===== src/rtl/clk_div_pkg.sv =====
// Shared defaults, the channel configuration record and the channel-index width helper
// for the multi-channel clock/strobe divider.
package clk_div_pkg;

    localparam int NUM_CH_DEF      = 4;
    localparam int CNT_W_DEF       = 16;
    localparam int DEFAULT_DIV_DEF = 2;

    typedef struct packed {
        logic [CNT_W_DEF-1:0] div;
        logic [CNT_W_DEF-1:0] high;
    } clk_div_cfg_t;

    // A single channel still needs a 1-bit select so the port never collapses to zero width.
    function automatic int CHAN_IDX_W(input int n);
        return (n > 1) ? $clog2(n) : 1;
    endfunction

endpackage


===== src/rtl/clk_div_multi_if.sv =====
// Configuration write bus for clk_div_multi. A write transfers on a clock edge where
// cfg_valid and cfg_ready are both high; the master holds chan/div/high stable while valid.
interface clk_div_multi_if #(
    parameter int CHAN_W = 2,
    parameter int CNT_W  = 16
);
    logic              cfg_valid;
    logic              cfg_ready;
    logic [CHAN_W-1:0] cfg_chan;
    logic [CNT_W-1:0]  cfg_div;
    logic [CNT_W-1:0]  cfg_high;

    modport master (output cfg_valid, cfg_chan, cfg_div, cfg_high, input cfg_ready);
    modport slave  (input cfg_valid, cfg_chan, cfg_div, cfg_high, output cfg_ready);
endinterface


===== src/rtl/clk_div_chan.sv =====
// One divider channel: phase counter, active and shadow configuration, pending flag
// and registered clk_out/tick outputs.
module clk_div_chan
    import clk_div_pkg::*;
#(
    parameter int CNT_W       = CNT_W_DEF,
    parameter int DEFAULT_DIV = DEFAULT_DIV_DEF
) (
    input  logic             clk_in,
    input  logic             rst,
    input  logic             en,
    input  logic             sync,
    input  logic             wr,
    input  logic [CNT_W-1:0] wr_div,
    input  logic [CNT_W-1:0] wr_high,
    output logic             pending,
    output logic             clk_out,
    output logic             tick
);
    typedef struct packed {
        logic [CNT_W-1:0] div;
        logic [CNT_W-1:0] high;
    } cfg_t;

    localparam cfg_t RST_CFG = '{div: CNT_W'(DEFAULT_DIV), high: CNT_W'(DEFAULT_DIV / 2)};

    cfg_t             act;
    cfg_t             shd;
    cfg_t             eff;
    logic [CNT_W-1:0] cnt;
    logic             run;
    logic             last;

    always_comb begin
        run  = en && (act.div != '0);
        last = (cnt == act.div - CNT_W'(1));
        eff  = pending ? shd : act;
    end

    always_ff @(posedge clk_in) begin
        if (rst) begin
            cnt     <= '0;
            act     <= RST_CFG;
            shd     <= '0;
            pending <= 1'b0;
            clk_out <= 1'b0;
            tick    <= 1'b0;
        end else begin
            if (!run) begin
                cnt     <= '0;
                clk_out <= 1'b0;
                tick    <= 1'b0;
                if (pending) begin
                    act     <= shd;
                    pending <= 1'b0;
                end
            end else if (sync) begin
                // Realign uses the freshly applied config for this phase-0 pass.
                act     <= eff;
                pending <= 1'b0;
                if (eff.div == '0) begin
                    cnt     <= '0;
                    clk_out <= 1'b0;
                    tick    <= 1'b0;
                end else begin
                    cnt     <= (eff.div == CNT_W'(1)) ? '0 : CNT_W'(1);
                    clk_out <= (eff.high != '0);
                    tick    <= 1'b1;
                end
            end else begin
                tick    <= (cnt == '0);
                clk_out <= (cnt < act.high);
                cnt     <= last ? '0 : cnt + CNT_W'(1);
                if (last && pending) begin
                    act     <= shd;
                    pending <= 1'b0;
                end
            end
            // A write is only accepted with pending clear, so it always lands after any apply above.
            if (wr) begin
                shd     <= '{div: wr_div, high: wr_high};
                pending <= 1'b1;
            end
        end
    end

endmodule


===== src/rtl/clk_div_multi.sv =====
// N-channel programmable clock/strobe divider: channel array plus configuration
// write decode and per-channel ready mux.
module clk_div_multi
    import clk_div_pkg::*;
#(
    parameter int NUM_CH      = NUM_CH_DEF,
    parameter int CNT_W       = CNT_W_DEF,
    parameter int DEFAULT_DIV = DEFAULT_DIV_DEF
) (
    input  logic              clk_in,
    input  logic              rst,
    input  logic [NUM_CH-1:0] en,
    input  logic              sync,
    clk_div_multi_if.slave    cfg,
    output logic [NUM_CH-1:0] clk_out,
    output logic [NUM_CH-1:0] tick
);
    localparam int CHAN_W = CHAN_IDX_W(NUM_CH);

    logic [NUM_CH-1:0] pending;
    logic [NUM_CH-1:0] wr;

    // Out-of-range channel indices report ready and the write is dropped.
    always_comb begin
        cfg.cfg_ready = 1'b1;
        for (int i = 0; i < NUM_CH; i++) begin
            if (cfg.cfg_chan == CHAN_W'(i)) cfg.cfg_ready = !pending[i];
        end
    end

    for (genvar i = 0; i < NUM_CH; i++) begin : g_ch
        assign wr[i] = cfg.cfg_valid && cfg.cfg_ready && (cfg.cfg_chan == CHAN_W'(i));

        clk_div_chan #(
            .CNT_W       (CNT_W),
            .DEFAULT_DIV (DEFAULT_DIV)
        ) u_chan (
            .clk_in  (clk_in),
            .rst     (rst),
            .en      (en[i]),
            .sync    (sync),
            .wr      (wr[i]),
            .wr_div  (cfg.cfg_div),
            .wr_high (cfg.cfg_high),
            .pending (pending[i]),
            .clk_out (clk_out[i]),
            .tick    (tick[i])
        );
    end

endmodule


===== src/flat_wrapper.sv =====
// flat-port wrapper written by rule: the top's interface ports become plain ports
module clk_div_multi_flat import clk_div_pkg::*;
#(
    parameter int NUM_CH      = NUM_CH_DEF,
    parameter int CNT_W       = CNT_W_DEF,
    parameter int DEFAULT_DIV = DEFAULT_DIV_DEF
)
  (clk_in, rst, en, sync, clk_out, tick, cfg_cfg_valid, cfg_cfg_chan, cfg_cfg_div, cfg_cfg_high, cfg_cfg_ready);
  clk_div_multi_if #(.CHAN_W((2)), .CNT_W(CNT_W)) cfg_i ();
  input  logic clk_in;
  input  logic rst;
  input  logic [NUM_CH-1:0] en;
  input  logic sync;
  output logic [NUM_CH-1:0] clk_out;
  output logic [NUM_CH-1:0] tick;
  input wire logic [$bits(cfg_i.cfg_valid)-1:0] cfg_cfg_valid;
  input wire logic [$bits(cfg_i.cfg_chan)-1:0] cfg_cfg_chan;
  input wire logic [$bits(cfg_i.cfg_div)-1:0] cfg_cfg_div;
  input wire logic [$bits(cfg_i.cfg_high)-1:0] cfg_cfg_high;
  output wire logic [$bits(cfg_i.cfg_ready)-1:0] cfg_cfg_ready;
  assign cfg_i.cfg_valid = cfg_cfg_valid;
  assign cfg_i.cfg_chan = cfg_cfg_chan;
  assign cfg_i.cfg_div = cfg_cfg_div;
  assign cfg_i.cfg_high = cfg_cfg_high;
  assign cfg_cfg_ready = cfg_i.cfg_ready;
  clk_div_multi #(.NUM_CH(NUM_CH), .CNT_W(CNT_W), .DEFAULT_DIV(DEFAULT_DIV)) u_core (.clk_in(clk_in), .rst(rst), .en(en), .sync(sync), .cfg(cfg_i), .clk_out(clk_out), .tick(tick));
endmodule

===== config.mk =====
export PLATFORM = sky130hd
export DESIGN_NAME = clk_div_multi_flat
export DESIGN_NICKNAME = d
export VERILOG_FILES = /design/src/rtl/clk_div_pkg.sv /design/src/rtl/clk_div_multi_if.sv /design/src/rtl/clk_div_chan.sv /design/src/rtl/clk_div_multi.sv /design/src/flat_wrapper.sv
export SDC_FILE = /design/constraint.sdc
export NUM_CORES = 1
export LEC_CHECK = 0
export ABC_AREA = 1
export BUFFER_PORTS_ARGS = -buffer_cell sky130_fd_sc_hd__buf_2
export CORE_ASPECT_RATIO = 0.7
export CORE_UTILIZATION = 31
export CTS_BUF_LIST = sky130_fd_sc_hd__clkbuf_8
export CTS_CLUSTER_DIAMETER = 50
export DETAILED_ROUTE_END_ITERATION = 7
export SYNTH_ARGS = -nofsm -noshare
export SYNTH_HDL_FRONTEND = slang
export SYNTH_HIERARCHICAL = 1
export SYNTH_SLANG_ARGS = --single-unit

===== constraint.sdc =====
create_clock -name clk_in -period 3.06 [get_ports clk_in]
set_clock_uncertainty 0.1 [all_clocks]
set_input_delay 0.612 -clock clk_in [delete_from_list [all_inputs] [get_ports clk_in]]
set_output_delay 0.612 -clock clk_in [all_outputs]
set_load 0.01 [all_outputs]

Word-level counts from Yosys, hierarchy flattened
Index checks and enable logic that the tools add are counted.
- register bits after elaboration: 332
- output and inout bits: 9
- bits of input ports: 42
- logic and storage cells: 173
- $lt $le $gt $ge: 4
- bitwise logic cells: 4
- reductions and logical operators: 38
- equality and inequality tests: 19
- $add $sub $neg: 8
- mux-type cells: 68
- operators by type and width (operator ; count):
    2-to-1 mux 32 bit ; 16
    zero test 16 bit ; 8
    2-to-1 mux 16 bit ; 8
    nonzero test 16 bit ; 8
    adder 16 x 1 -> 16 bit, second input constant ; 4
    equality test 16 x 1 -> 1 bit, second input constant ; 4
    equality test 16 bit ; 4
    less-than comparator 16 bit ; 4
    subtractor 16 x 1 -> 16 bit, second input constant ; 4
    2-to-1 mux 1 bit ; 44
    != test 4 x 3 -> 1 bit, second input constant ; 4
    logical AND 1 bit ; 13
    != test 3 x 2 -> 1 bit, second input constant ; 4
    OR reduction 2 bit ; 4
    equality test 2 bit, second input constant ; 2
    zero test 1 bit ; 4
    NOT 1 bit ; 4
    equality test 2 x 1 -> 1 bit, second input constant ; 1
    zero test 2 bit ; 1

Logic depth before layout (Yosys ltp)
- depth in word-level cells: 8
- depth in mapped cells: 16

Cells and area by module
Netlist, hierarchy kept.
- by module, submodules not included (module ; area an instance (µm²) ; instances ; cells each):
    clk_div_chan (u_core.g_ch[0].u_chan ...) ; 5597.9 ; 3 ; 854
    clk_div_chan (u_core.g_ch[3].u_chan) ; 5640.4 ; 1 ; 852
    clk_div_multi ; 80.1 ; 1 ; 17

Worst setup path after synthesis
OpenSTA, ideal clock, no wires.
- path kind: input to register
- from: in cfg_cfg_chan[0]
- to: reg u_core/g_ch[2].u_chan/shd[10] (netlist bit)
- setup slack: 889 ps
- cell stages on the path: 10
- required time: 2844 ps
- arrival time: 1956 ps
- library setup time: 116 ps
- cell sequence: nand2_2 > or2_0 > nand2_2 > nand2_2 > nor2_1 > clkbuf_1 > clkinv_1 > clkbuf_1 > nor2_1 > nor2_1
- longest elaborated chain between the ends: 7
- elaborated cells on any way between the ends: 10
- those cells by class: 3 x eq/ne; 4 x mux; 3 x reduce/logical
- RTL lines (item ; line ; source):
    start, declared ; flat_wrapper.sv:17 ; input wire logic [$bits(cfg_i.cfg_chan)-1:0] cfg_cfg_chan;
    zero test 2 bit ; clk_div_multi.sv:27 ; if (cfg.cfg_chan == CHAN_W'(i)) cfg.cfg_ready = !pending[i];
    2-to-1 mux 1 bit (3 in a row) ; clk_div_multi.sv:27 ;
    2-to-1 mux 1 bit * ; clk_div_multi.sv:27 ;
    via cfg_cfg_ready ; flat_wrapper.sv:20 ; output wire logic [$bits(cfg_i.cfg_ready)-1:0] cfg_cfg_ready;
    logical AND 1 bit * (2 in a row) ; clk_div_multi.sv:32 ; assign wr[i] = cfg.cfg_valid && cfg.cfg_ready && (cfg.cfg_chan == CHAN_W'(i));
    via u_core.wr[2] ; clk_div_multi.sv:21 ; logic [NUM_CH-1:0] wr;
    end signal, assigned ; clk_div_chan.sv:81 ; shd <= '{div: wr_div, high: wr_high};
    end, declared ; clk_div_chan.sv:28 ; cfg_t shd;
Mark *: on every way through the listed nets, which the timed path passes. The rest lies on a longest branch.
A chain may end at the register's enable or synchronous reset.

Final worst setup path
- from: reg u_core/g_ch[1].u_chan/act[16] (netlist bit)
- to: reg u_core/g_ch[1].u_chan/act[15] (netlist bit)
- longest elaborated chain between the ends: 4
- elaborated cells on any way between the ends: 7
- those cells by class: 1 x add/sub; 2 x eq/ne; 1 x mux; 3 x reduce/logical
- RTL lines (item ; line ; source):
    start, declared ; clk_div_chan.sv:27 ; cfg_t act;
    start signal, assigned ; clk_div_chan.sv:43 ; act <= RST_CFG;
    start signal, assigned ; clk_div_chan.sv:54 ; act <= shd;
    start signal, assigned ; clk_div_chan.sv:59 ; act <= eff;
    subtractor 16 x 1 -> 16 bit ; clk_div_chan.sv:36 ; last = (cnt == act.div - CNT_W'(1));
    equality test 16 bit ; clk_div_chan.sv:36 ;
    logical AND 1 bit ; clk_div_chan.sv:74 ; if (last && pending) begin
    != test 3 x 2 -> 1 bit (no line) ; -- ;
Parallel ways exist; a longest one is shown, timed or not.

==> results by group <==
Setup path
  – Standard cell with the maximum stage delay on the critical path: sky130_fd_sc_hd__dfxtp_1
  – Setup slack on the worst flop-to-flop path: 0.39 ns
  – Max FO, Critical Path: 34
  – Kind of end point of the critical path: flop
  – CP Buf/Inv Count: 2
  – Cell-by-cell listing of the critical path: inv_2 -> ha_1 -> inv_1 -> nand2_1 -> nand2_1 -> xor2_1 -> nand3_1 -> nor2_1 -> nand3_2 -> nor2_2 -> nand2_4 -> nand2_8 -> nand2_1 -> a21oi_1
  – Worst path max stage delay: 0.39 ns
  – Endpoint required time on the critical path: 3.54 ns
  – Crit-path most repeated cell: sky130_fd_sc_hd__nand2_1
  – Critical path launch point type: flop
  – Crit path depth: 14
  – Count of cells along the worst register-to-register path: 14
  – Reg-to-Reg End: u_core/g_ch[1].u_chan/act[15]
  – Path type of the worst setup path: flop to flop
  – Startpoint of the lowest-slack register-to-register path: u_core/g_ch[1].u_chan/act[16]
  – Signal arrival time at the worst endpoint: 3.15 ns
  – Category of cells accounting for the largest share of critical-path delay: simple AND/OR/NAND/NOR gates

Clock tree
  – Clock transition at path regs: 0.07 ns
  – Clk sinks: 332
  – Maximum level of the CTS H-tree: 2
  – CTS tree: done
  – Post-CTS setup buffer count: 0
  – Number of instances resized during post-cts repair: 0
  – TritonCTS Buffers: 55
  – Number of hold-repair buffers added at the cts stage: 0
  – CTS Root Cell: sky130_fd_sc_hd__clkbuf_8
  – Clock insertion delay at the later pin of the skew report: 0.68 ns
  – Deepest clock path buffer count: 3

Worst hold path
  – Launch instance of the worst min-delay path: cfg_cfg_div[12]
  – Worst min path class: input port to flop
  – Min-Delay Endpoint: u_core/g_ch[0].u_chan/shd[28]
  – Number of cells traversed by the worst hold path: 3

Global routing
  – Maximum number of pins on one net before global-route repair: 52
  – Via count of the first global-routing pass: 19929
  – Total track usage: 0.188
  – Initial antenna violation count: 6
  – Grt ovf: 0
  – First-pass GRT wire length: 111000 um

Floorplan
  – Row count: 82
  – Area of the die: 0.0737 mm2
  – Top-Level Pins: 51
  – Vertical extent of the die: 227 um
  – Floorplan Core Area: 0.0717 mm2
  – Effective utilization at floorplan: 0.314
  – Horiz. Die Dim: 324 um

Timing
  – Unrepaired setup endpoints after global routing: false
  – Setup total negative slack: 0 ns
  – Final worst hold slack: 0.216 ns
  – Worst relative slew slack: 0.348
  – Final hold violations: 0
  – Final setup viols: 0
  – Crit path time final: 2.67 ns
  – Max-slew violation count: 0
  – Measured slew at the worst slew-check pin: 0.977 ns
  – Crit share post-route: 0.872
  – Highest clock frequency the design can meet: 375 MHz

Final layout
  – Ratio of cells with drive above 1 in the final layout: 0.147
  – Fin nets: 3541
  – Number of fill cells: 7766
  – Antenna diodes: 0
  – Synthesis-to-finish area growth: 10.1%
  – Layout Cells excl Fill: 4437
  – Fraction of the core area covered by cells at the end of the flow: 0.345

Power and ir drop
  – Power density normalized to cell area: 456 mW/mm2
  – Static Leakage: 10.0 nW
  – Max VDD drop: 309 uV

Status
  – Status: complete, no violations

Placed design
  – Buffers added on ports: 50
  – Number of instances in the placed design: 4336
  – Last weighted congestion value of the routability-driven placer: 0.919
  – Post-DP HPWL: 52200 um

Detailed routing
  – Post-detailed-route count of antenna-violating nets: 0
  – Routed len/inst: 15.8 um
  – Remaining design rule violation count: 0
  – DRT Wirelength: 69900 um
  – Detailed-routing iteration count for the pre-antenna-repair pass: 5
  – First DRT Iteration DRCs: 1938
  – Via count normalized by instance count: 5.01
  – Via count: 22217

Synthesis
  – Flip-flop cell with the highest count after synthesis: sky130_fd_sc_hd__dfxtp_1
  – Distinct cell type count after synthesis: 40
  – Post-synth EDFFs: 0
  – Post-synth design cell area: 0.0225 mm2
  – Gate count after technology mapping: 3431
  – Number of nets produced by synthesis: 3545
  – Sequential-to-total area share from yosys stat: 0.295
  – Post-synth ARST share: 0
  – Number of warning messages in the yosys log: 6
  – Post-synthesis average cell area: 6.56 um2
  – Yosys reg bits: 332

Flow run
  – Total of max-cap violations: 0
-- stage by stage --
| step | setup slack [ns] | power [W] | instance area [um2] |
|---|---|---|---|
| detailed placement | 0.419 | 0.00684 | 23500 |
| CTS | 0.397 | 0.0114 | 24800 |
| global route | 0.0762 | 0.0119 | 24800 |
| global placement | 0.459 | 0.00683 | 23500 |
| finish | 0.392 | 0.0113 | 24800 |
| floorplan | 0.889 | 0.00629 | 22500 |
-- cell usage in the layout (no fill, tap or decap), types with 54 or more instances in the layout --
master,Yosys,layout
sky130_fd_sc_hd__nand2_1,755,755
sky130_fd_sc_hd__o21ai_0,436,436
sky130_fd_sc_hd__nor2_1,413,413
sky130_fd_sc_hd__dfxtp_1,332,331
sky130_fd_sc_hd__inv_1,282,296
sky130_fd_sc_hd__nand3_1,275,275
sky130_fd_sc_hd__a21oi_2,117,117
sky130_fd_sc_hd__nand2_2,108,108
sky130_fd_sc_hd__a21oi_1,102,102
sky130_fd_sc_hd__clkbuf_8,0,74
sky130_fd_sc_hd__ha_1,72,72
sky130_fd_sc_hd__xor2_1,57,57
sky130_fd_sc_hd__buf_4,10,54
-- state kept, by name (all words and copies together) (netlist names) --
register and cells:
u_core/g_ch.u_chan/act 128, u_core/g_ch.u_chan/shd 128, u_core/g_ch.u_chan/cnt 64, u_core/g_ch.u_chan/clk_out 4, u_core/g_ch.u_chan/pending 4, u_core/g_ch.u_chan/tick 4
-- worst reg2reg max path: stages, from the launching register on --
cell and delay, ns:
sky130_fd_sc_hd__dfxtp_1 0.39, sky130_fd_sc_hd__inv_2 0.10, sky130_fd_sc_hd__ha_1 0.25, sky130_fd_sc_hd__inv_1 0.06
sky130_fd_sc_hd__nand2_1 0.04, sky130_fd_sc_hd__nand2_1 0.08, sky130_fd_sc_hd__xor2_1 0.19, sky130_fd_sc_hd__nand3_1 0.09
sky130_fd_sc_hd__nor2_1 0.15, sky130_fd_sc_hd__nand3_2 0.10, sky130_fd_sc_hd__nor2_2 0.16, sky130_fd_sc_hd__nand2_4 0.27
sky130_fd_sc_hd__nand2_8 0.35, sky130_fd_sc_hd__nand2_1 0.11, sky130_fd_sc_hd__a21oi_1 0.14
-- report_power, final --
part	switching [W]	internal [W]	total (W)
sequential	0.000145	0.00449	0.00463
combinational	0.00148	0.000667	0.00214
clock	0.00203	0.00250	0.00452
-- cell type report --
| type | instances | area, um2 | area share |
|---|---|---|---|
| multi-input cells | 2622 | 13800 | 0.557 |
| flip-flops and latches | 332 | 6650 | 0.268 |
| well taps | 966 | 1210 | 0.0488 |
| inverters | 310 | 1160 | 0.0470 |
| clock buffers | 74 | 1020 | 0.0411 |
| repair buffers | 106 | 702 | 0.0283 |
| clock inverters | 27 | 231 | 0.00934 |
-- logic make-up (layout without fill, tap and decap cells) --
family	count (synthesis)	count (layout)	share of synthesized area
buffers and inverters	477	517	0.0916
DFF	332	332	0.295
adders and majority gates	72	72	0.0400
AOI/OAI and AO/OA	689	689	0.176
muxes	20	20	0.00889
and+or+nand+nor	1744	1744	0.351
xor gates and xnor gates	97	97	0.0377
-- cell usage after synthesis, types with 4 or more instances --
| master | n | area share |
|---|---|---|
| sky130_fd_sc_hd__nand2_1 | 755 | 0.13 |
| sky130_fd_sc_hd__o21ai_0 | 436 | 0.097 |
| sky130_fd_sc_hd__nor2_1 | 413 | 0.069 |
| sky130_fd_sc_hd__dfxtp_1 | 332 | 0.30 |
| sky130_fd_sc_hd__inv_1 | 282 | 0.047 |
| sky130_fd_sc_hd__nand3_1 | 275 | 0.061 |
| sky130_fd_sc_hd__a21oi_2 | 117 | 0.046 |
| sky130_fd_sc_hd__nand2_2 | 108 | 0.030 |
| sky130_fd_sc_hd__clkbuf_1 | 106 | 0.018 |
| sky130_fd_sc_hd__a21oi_1 | 102 | 0.023 |
| sky130_fd_sc_hd__ha_1 | 72 | 0.040 |
| sky130_fd_sc_hd__xor2_1 | 57 | 0.022 |
| sky130_fd_sc_hd__nand4_1 | 46 | 0.013 |
| sky130_fd_sc_hd__xnor2_1 | 40 | 0.016 |
| sky130_fd_sc_hd__nor2_2 | 30 | 0.0083 |
| sky130_fd_sc_hd__nor3_1 | 29 | 0.0064 |
| sky130_fd_sc_hd__buf_2 | 28 | 0.0062 |
| sky130_fd_sc_hd__nor4_1 | 23 | 0.0064 |
| sky130_fd_sc_hd__inv_2 | 21 | 0.0035 |
| sky130_fd_sc_hd__mux2i_1 | 20 | 0.0089 |
| sky130_fd_sc_hd__nand3b_1 | 17 | 0.0057 |
| sky130_fd_sc_hd__nor2_4 | 17 | 0.0085 |
| sky130_fd_sc_hd__a21boi_0 | 11 | 0.0037 |
| sky130_fd_sc_hd__nand2_4 | 11 | 0.0055 |
| sky130_fd_sc_hd__buf_4 | 10 | 0.0033 |
| sky130_fd_sc_hd__buf_12 | 9 | 0.0080 |
| sky130_fd_sc_hd__o21ai_1 | 8 | 0.0018 |
| sky130_fd_sc_hd__buf_1 | 7 | 0.0012 |
| sky130_fd_sc_hd__buf_6 | 7 | 0.0035 |
| sky130_fd_sc_hd__clkinv_1 | 7 | 0.0012 |
| sky130_fd_sc_hd__nor2_8 | 5 | 0.0044 |
| sky130_fd_sc_hd__a2111oi_0 | 4 | 0.0016 |
| sky130_fd_sc_hd__a211oi_1 | 4 | 0.0013 |
| sky130_fd_sc_hd__a21o_1 | 4 | 0.0013 |
| sky130_fd_sc_hd__nand3_2 | 4 | 0.0018 |
| sky130_fd_sc_hd__or2_0 | 4 | 0.0011 |
-- worst max path at each step --
stage / startpoint / to / slack (ns)
floorplan: cfg_cfg_chan[0] / u_core/g_ch[2].u_chan/shd[10] / 0.89
global placement: u_core/g_ch[1].u_chan/act[16] / u_core/g_ch[1].u_chan/act[21] / 0.46
detailed placement: u_core/g_ch[1].u_chan/act[16] / u_core/g_ch[1].u_chan/act[15] / 0.42
CTS: u_core/g_ch[2].u_chan/pending / cfg_cfg_ready / 0.40
global route: u_core/g_ch[1].u_chan/act[16] / u_core/g_ch[1].u_chan/act[21] / 0.08
finish: u_core/g_ch[1].u_chan/act[16] / u_core/g_ch[1].u_chan/act[15] / 0.39
-- layer usage --
metal	global-route usage	up-vias	part of all wire
li1	-	11197	-
met1	0.293	10294	0.52
met2	0.254	639	0.38
met3	0.0441	85	0.084
met4	0.0362	2	0.015
met5	0	-	0.00019
(Power assumes the default switching activity.)
